File: src/rtl/stack_cpu_sequencer.sv
// Stack CPU control sequencer: fetches 16-bit instructions and drives an
// external operand stack and ALU through pop/operate/push micro-steps.
module stack_cpu_sequencer #(
    parameter int DATA_WIDTH  = 32,
    parameter int INSTR_WIDTH = 16,
    parameter int PC_WIDTH    = 8,
    parameter int STACK_DEPTH = 16
) (
    input  logic                           clk,
    input  logic                           rst_n,
    input  logic                           start,
    output logic [PC_WIDTH-1:0]            pc,
    output logic                           imem_rd,
    input  logic [INSTR_WIDTH-1:0]         instr,
    output logic                           stk_push,
    output logic                           stk_pop,
    output logic [DATA_WIDTH-1:0]          stk_wdata,
    input  logic [DATA_WIDTH-1:0]          stk_rdata,
    input  logic                           stk_full,
    input  logic [$clog2(STACK_DEPTH):0]   stk_count,
    output logic [4:0]                     alu_op,
    output logic [DATA_WIDTH-1:0]          alu_a,
    output logic [DATA_WIDTH-1:0]          alu_b,
    input  logic [DATA_WIDTH-1:0]          alu_result,
    output logic                           halted,
    output logic                           error,
    output logic [1:0]                     err_code
);
    localparam int CW = $clog2(STACK_DEPTH) + 1;

    localparam logic [4:0] OP_PUSH = 5'd0;
    localparam logic [4:0] OP_ADD  = 5'd1;
    localparam logic [4:0] OP_SUB  = 5'd2;
    localparam logic [4:0] OP_MUL  = 5'd3;
    localparam logic [4:0] OP_DIV  = 5'd4;
    localparam logic [4:0] OP_MOD  = 5'd5;
    localparam logic [4:0] OP_AND  = 5'd6;
    localparam logic [4:0] OP_OR   = 5'd7;
    localparam logic [4:0] OP_INV  = 5'd8;
    localparam logic [4:0] OP_HALT = 5'd31;

    typedef enum logic [2:0] {
        S_IDLE, S_FETCH, S_DECODE, S_POP2,
        S_POP1, S_PUSH, S_HALT, S_ERROR
    } state_t;

    state_t                 state_q, state_d;
    logic [PC_WIDTH-1:0]    pc_q, pc_d;
    logic [4:0]             op_q, op_d;
    logic [10:0]            imm_q, imm_d;
    logic [4:0]             alu_op_q, alu_op_d;
    logic [DATA_WIDTH-1:0]  alu_a_q, alu_a_d;
    logic [DATA_WIDTH-1:0]  alu_b_q, alu_b_d;
    logic                   halted_q, halted_d;
    logic                   error_q, error_d;
    logic [1:0]             err_code_q, err_code_d;

    logic [4:0]             dec_op;
    logic                   div_zero;
    logic [DATA_WIDTH-1:0]  imm_ext;

    assign dec_op   = instr[15:11];
    assign imm_ext  = {{(DATA_WIDTH-11){imm_q[10]}}, imm_q};
    assign div_zero = ((op_q == OP_DIV) || (op_q == OP_MOD)) &&
                      (stk_rdata == '0);

    always_comb begin
        state_d    = state_q;
        pc_d       = pc_q;
        op_d       = op_q;
        imm_d      = imm_q;
        alu_op_d   = alu_op_q;
        alu_a_d    = alu_a_q;
        alu_b_d    = alu_b_q;
        halted_d   = halted_q;
        error_d    = error_q;
        err_code_d = err_code_q;
        case (state_q)
            S_IDLE: begin
                if (start) begin
                    pc_d    = '0;
                    state_d = S_FETCH;
                end
            end
            S_FETCH:  state_d = S_DECODE;
            S_DECODE: begin
                op_d     = dec_op;
                imm_d    = instr[10:0];
                alu_op_d = dec_op;
                case (dec_op)
                    OP_PUSH: begin
                        if (stk_full) begin
                            state_d    = S_ERROR;
                            error_d    = 1'b1;
                            err_code_d = 2'b10;
                        end else begin
                            state_d = S_PUSH;
                        end
                    end
                    OP_ADD, OP_SUB, OP_MUL, OP_DIV,
                    OP_MOD, OP_AND, OP_OR: begin
                        if (stk_count < CW'(2)) begin
                            state_d    = S_ERROR;
                            error_d    = 1'b1;
                            err_code_d = 2'b01;
                        end else begin
                            state_d = S_POP2;
                        end
                    end
                    OP_INV: begin
                        if (stk_count == '0) begin
                            state_d    = S_ERROR;
                            error_d    = 1'b1;
                            err_code_d = 2'b01;
                        end else begin
                            state_d = S_POP1;
                        end
                    end
                    OP_HALT: begin
                        state_d  = S_HALT;
                        halted_d = 1'b1;
                    end
                    default: begin
                        state_d    = S_ERROR;
                        error_d    = 1'b1;
                        err_code_d = 2'b11;
                    end
                endcase
            end
            // Divisor is checked before anything leaves the stack.
            S_POP2: begin
                if (div_zero) begin
                    state_d    = S_ERROR;
                    error_d    = 1'b1;
                    err_code_d = 2'b11;
                end else begin
                    alu_b_d = stk_rdata;
                    state_d = S_POP1;
                end
            end
            S_POP1: begin
                alu_a_d = stk_rdata;
                state_d = S_PUSH;
            end
            S_PUSH: begin
                pc_d    = pc_q + PC_WIDTH'(1);
                state_d = S_FETCH;
            end
            default: state_d = state_q;
        endcase
    end

    always_ff @(posedge clk) begin
        if (!rst_n) begin
            state_q    <= S_IDLE;
            pc_q       <= '0;
            op_q       <= '0;
            imm_q      <= '0;
            alu_op_q   <= '0;
            alu_a_q    <= '0;
            alu_b_q    <= '0;
            halted_q   <= 1'b0;
            error_q    <= 1'b0;
            err_code_q <= 2'b00;
        end else begin
            state_q    <= state_d;
            pc_q       <= pc_d;
            op_q       <= op_d;
            imm_q      <= imm_d;
            alu_op_q   <= alu_op_d;
            alu_a_q    <= alu_a_d;
            alu_b_q    <= alu_b_d;
            halted_q   <= halted_d;
            error_q    <= error_d;
            err_code_q <= err_code_d;
        end
    end

    assign imem_rd   = (state_q == S_FETCH);
    assign stk_pop   = ((state_q == S_POP2) && !div_zero) ||
                       (state_q == S_POP1);
    assign stk_push  = (state_q == S_PUSH);
    assign stk_wdata = (op_q == OP_PUSH) ? imm_ext : alu_result;
    assign pc        = pc_q;
    assign alu_op    = alu_op_q;
    assign alu_a     = alu_a_q;
    assign alu_b     = alu_b_q;
    assign halted    = halted_q;
    assign error     = error_q;
    assign err_code  = err_code_q;
endmodule

File: config.mk
export PLATFORM = sky130hd
export DESIGN_NAME = stack_cpu_sequencer
export DESIGN_NICKNAME = d
export VERILOG_FILES = /design/src/rtl/stack_cpu_sequencer.sv
export SDC_FILE = /design/constraint.sdc
export NUM_CORES = 1
export LEC_CHECK = 0
export BUFFER_PORTS_ARGS = -buffer_cell sky130_fd_sc_hd__buf_2
export CELL_PAD_IN_SITES_DETAIL_PLACEMENT = 0
export CELL_PAD_IN_SITES_GLOBAL_PLACEMENT = 2
export CORE_AREA = 2 2 142 144
export DETAILED_ROUTE_END_ITERATION = 6
export DIE_AREA = 0 0 144 146
export PLACE_DENSITY = 0.72
export SETUP_SLACK_MARGIN = 0.1
export SYNTH_ARGS = -nofsm -noshare
export SYNTH_HDL_FRONTEND = slang
export SYNTH_SLANG_ARGS = --single-unit
File: constraint.sdc
create_clock -name clk -period 1.89 [get_ports clk]
set_clock_uncertainty 0.15 [all_clocks]
set_input_delay 0.378 -clock clk [delete_from_list [all_inputs] [get_ports clk]]
set_output_delay 0.378 -clock clk [all_outputs]
set_load 0.01 [all_outputs]
==> results.sh <==
export IMPL_status="finished, violations left"
export IMPL_violations="setup timing"
export IMPL_place_inst=1012
export IMPL_setup_violations_final=68
export IMPL_clk_latency_ns=0.34
export IMPL_detailedRoute_firstPassIterationCount=4
export IMPL_reg2reg_capture_point="alu_b[10]"
export IMPL_num_rows=51
export IMPL_r2r_worst_path_cells=9
export IMPL_tmin_final_ns=2.575
export IMPL_synth_area_in_simple_gates_pct=24.63
export IMPL_postSynthAreaPerCell_um2=8.223
export IMPL_yosys_warnings=0
export IMPL_io_pins=205
export IMPL_reg2reg_setup_slack_ns=-0.22
export IMPL_syn_inst=514
export IMPL_max_clock_freq_mhz=388.4
export IMPL_worst_hold_path_num_cells=3
export IMPL_combinational_group_share_of_total_power_pct=29.0
export IMPL_setup_repair_after_global_routing_missed_its_margin="yes"
export IMPL_synthMuxAreaShare_pct=11.75
export IMPL_cts_root_buffer_cell="sky130_fd_sc_hd__clkbuf_16"
export IMPL_worst_r2r_startpoint="alu_op[4]"
export IMPL_die_height_um=146
export IMPL_residual_drc_count=0
export IMPL_hold_end="imm_q[7]"
export IMPL_grt_first_pass_wirelength_um=23380
export IMPL_via_count_of_the_first_global_routing_pass=4435
export IMPL_drtIter0Drc=174
export IMPL_internal_power_uw=4106
export IMPL_netSwitchingPower_uw=1741
export IMPL_hp_start="instr[7]"
export IMPL_numClockSinks=95
export IMPL_global_route_overflow_total=0
export IMPL_leakagePower_uw=0.003217
export IMPL_antenna_found_initial=1
export IMPL_ant_nets=0
export IMPL_tightestPinTransition_ns=0.4105
export IMPL_dpl_instance_area_um2=5953
export IMPL_max_cap_viol_count=0
export IMPL_drt_wl_total_um=15510
export IMPL_critPathLaunchType="flip-flop"
export IMPL_power_frac_clock_pct=33.4
export IMPL_synthXorXnorAreaFrac_pct=0.2072
export IMPL_route_vias_total=4441
export IMPL_grtUsageTotal_pct=14.29
export IMPL_initial_utilization_pct=21.86
export IMPL_synth_seq_area_share_pct=45.00
export IMPL_layout_common_cells="188 x sky130_fd_sc_hd__buf_2, 174 x sky130_fd_sc_hd__nand2_1, 90 x sky130_fd_sc_hd__dfxtp_1"
export IMPL_globalplace_congestion=0.7776
export IMPL_critPathCaptureType="output port"
export IMPL_cp_arrival_ns=2.05
export IMPL_setup_tns_ns=-27.84
export IMPL_synth_main_ff_cell="sky130_fd_sc_hd__dfxtp_1"
export IMPL_dp_final_hpwl_um=11230
export IMPL_post_route_period_util_pct=136.2
export IMPL_clkSlewWorstSetupHoldPaths_ns=0.07
export IMPL_required_ns=1.36
export IMPL_seq_power_share_pct=37.6
export IMPL_grt_max_degree=33
export IMPL_drive_above_1_share_pct=43.83
export IMPL_hold_path_class="in -> reg"
export IMPL_synth_enable_flop_cells=0
export IMPL_core_area_um2=19330
export IMPL_synth_top_family_by_area="simple AND/OR/NAND/NOR gates"
export IMPL_placement_io_buffers=204
export IMPL_switching_fraction_of_total_power_pct=29.78
export IMPL_route_detailed_wl_per_inst_um=14.85
export IMPL_area_delta_synth_final_pct=59.21
export IMPL_stdcell_area_um2=6729
export IMPL_final_nets=863
export IMPL_detail_route_vias_per_cell=4.254
export IMPL_synth_top_cell_area_share_pct=45.00
export IMPL_cts_tree="built"
export IMPL_ys_types=45
export IMPL_hold_viol_final=0
export IMPL_slew_limit_headroom_pct=72.38
export IMPL_chipWidth_um=144
export IMPL_vdd_drop_max_mv=0.3929
export IMPL_worst_setup_path_type="reg -> out"
export IMPL_compound_gate_portion_of_the_synthesized_area_pct=13.41
export IMPL_syn_nets=604
export IMPL_synth_adder_area_share_pct=0.2960
export IMPL_crit_path_max_fanout=22
export IMPL_stdcell_count=1044
export IMPL_netlist_top_cell_by_area="sky130_fd_sc_hd__dfxtp_1"
export IMPL_ys_top_cells_by_area="sky130_fd_sc_hd__dfxtp_1 45%, sky130_fd_sc_hd__nand2_1 15%, sky130_fd_sc_hd__mux2i_1 7.6%"
export IMPL_final_max_slew_violation_count=0
export IMPL_postSynthRegisterBits=95
export IMPL_die_area_um2=21020
export IMPL_synth_async_reset_ratio_pct=0
export IMPL_netlist_area_um2=4227
export IMPL_cts_made_buffers=9
export IMPL_htree_levels=3
export IMPL_p_per_area_nw_per_um2=869.0
export IMPL_mostFrequentLayoutCell="sky130_fd_sc_hd__buf_2"
export IMPL_ctsLongestPathBuffers=2
export IMPL_postLayoutCoreUtil_pct=34.80
export IMPL_final_worst_setup_slack_ns=-0.6847
[synth_stat cells (all sizes together) (2+ instances only)]
master,instances
or3,2
nor2,21
and2,2
mux2i,32
a2111o,2
nand3b,3
inv,3
nor4,6
mux2,13
nand2b,6
a21oi,58
o21ai,6
dfxtp,95
nand2,174
o21bai,2
a21o,22
nor3b,4
clkbuf,25
nor3,6
and3,2
buf,12
nand3,5
[per-stage QoR]
stage	hold WS (ns)	power [uW]	worst slack (ns)
after floorplan	0.2838	3080	-0.2332
after global placement	0.2841	3696	-0.5181
after detailed placement	0.2895	3717	-0.5586
after CTS	0.1030	5830	-0.7047
after global routing	0.1161	6180	-0.7639
final	0.1182	5847	-0.6847
[cell type report]
| cell class | instances | area (um^2) |
|---|---|---|
| Inverter | 3 | 16.27 |
| Timing Repair Buffer | 285 | 1907 |
| Clock inverter | 5 | 65.06 |
| Antenna cell | 1 | 2.502 |
| Clock buffer | 11 | 252.7 |
| Tap cell | 265 | 331.6 |
| Multi-Input combinational cell | 379 | 2238 |
| Fill cell | 2085 | 12610 |
| Sequential cell | 95 | 1916 |
[registers in the layout, indices dropped and copies added (netlist names)]
register / flops
halted: 1
error: 1
state_q: 3
err_code: 2
alu_b: 32
alu_op: 5
alu_a: 32
imm_q: 11
pc: 8
[kinds of logic (layout without fill, tap and decap cells)]
group | count (synthesis) | in the layout
flops | 95 | 95
buf+inv | 40 | 304
other cells | 0 | 1
mux | 45 | 45
compound gates | 95 | 95
fa+ha+maj | 1 | 1
xor+xnor | 1 | 1
simple gates | 237 | 237
[layer usage]
metal,global-route usage (%),share of wire [%]
met1,16.72,43
met3,4.508,7.4
met5,0,0
met4,3.333,1.3
met2,25.24,49
[timing repair]
action | in CTS | in global routing
pin swaps | 4 | 9
hold buffers | 0 | 0
cloned | 2 | 2
gates resized for setup | 34 | 32
setup endpoints to repair | 71 | 80
setup buffers | 11 | 3
[worst max path at each step]
stage                    end  slack [ns]  cells after the start         start
3_5_place_dp      state_q[1]       -0.56                      8  stk_rdata[3]
2_1_floorplan   stk_wdata[2]       -0.23                      5     alu_op[4]
4_1_cts        stk_wdata[13]       -0.70                      6     alu_op[4]
3_3_place_gp       alu_b[11]       -0.52                      8  stk_rdata[3]
5_1_grt        stk_wdata[31]       -0.76                      7     alu_op[4]
6_report       stk_wdata[26]       -0.68                      6     alu_op[4]
[power groups by stage]
stage | registers (uW) | logic, uW | clock network (uW)
2_1_floorplan | 2260 | 817 | 0
3_3_place_gp | 2240 | 1460 | 0
3_5_place_dp | 2240 | 1480 | 0
4_1_cts | 2200 | 1590 | 2040
5_1_grt | 2220 | 1850 | 2110
6_report | 2200 | 1700 | 1950
[critical path, cell delays in order, from the launching register on]
cell and delay (ns):
sky130_fd_sc_hd__dfxtp_2 0.32, sky130_fd_sc_hd__or3_4 0.38, sky130_fd_sc_hd__or3_4 0.34, sky130_fd_sc_hd__buf_12 0.16, sky130_fd_sc_hd__buf_6 0.16, sky130_fd_sc_hd__a21o_1 0.19, sky130_fd_sc_hd__buf_2 0.14
Note: power is estimated with default switching activity, not from simulation.
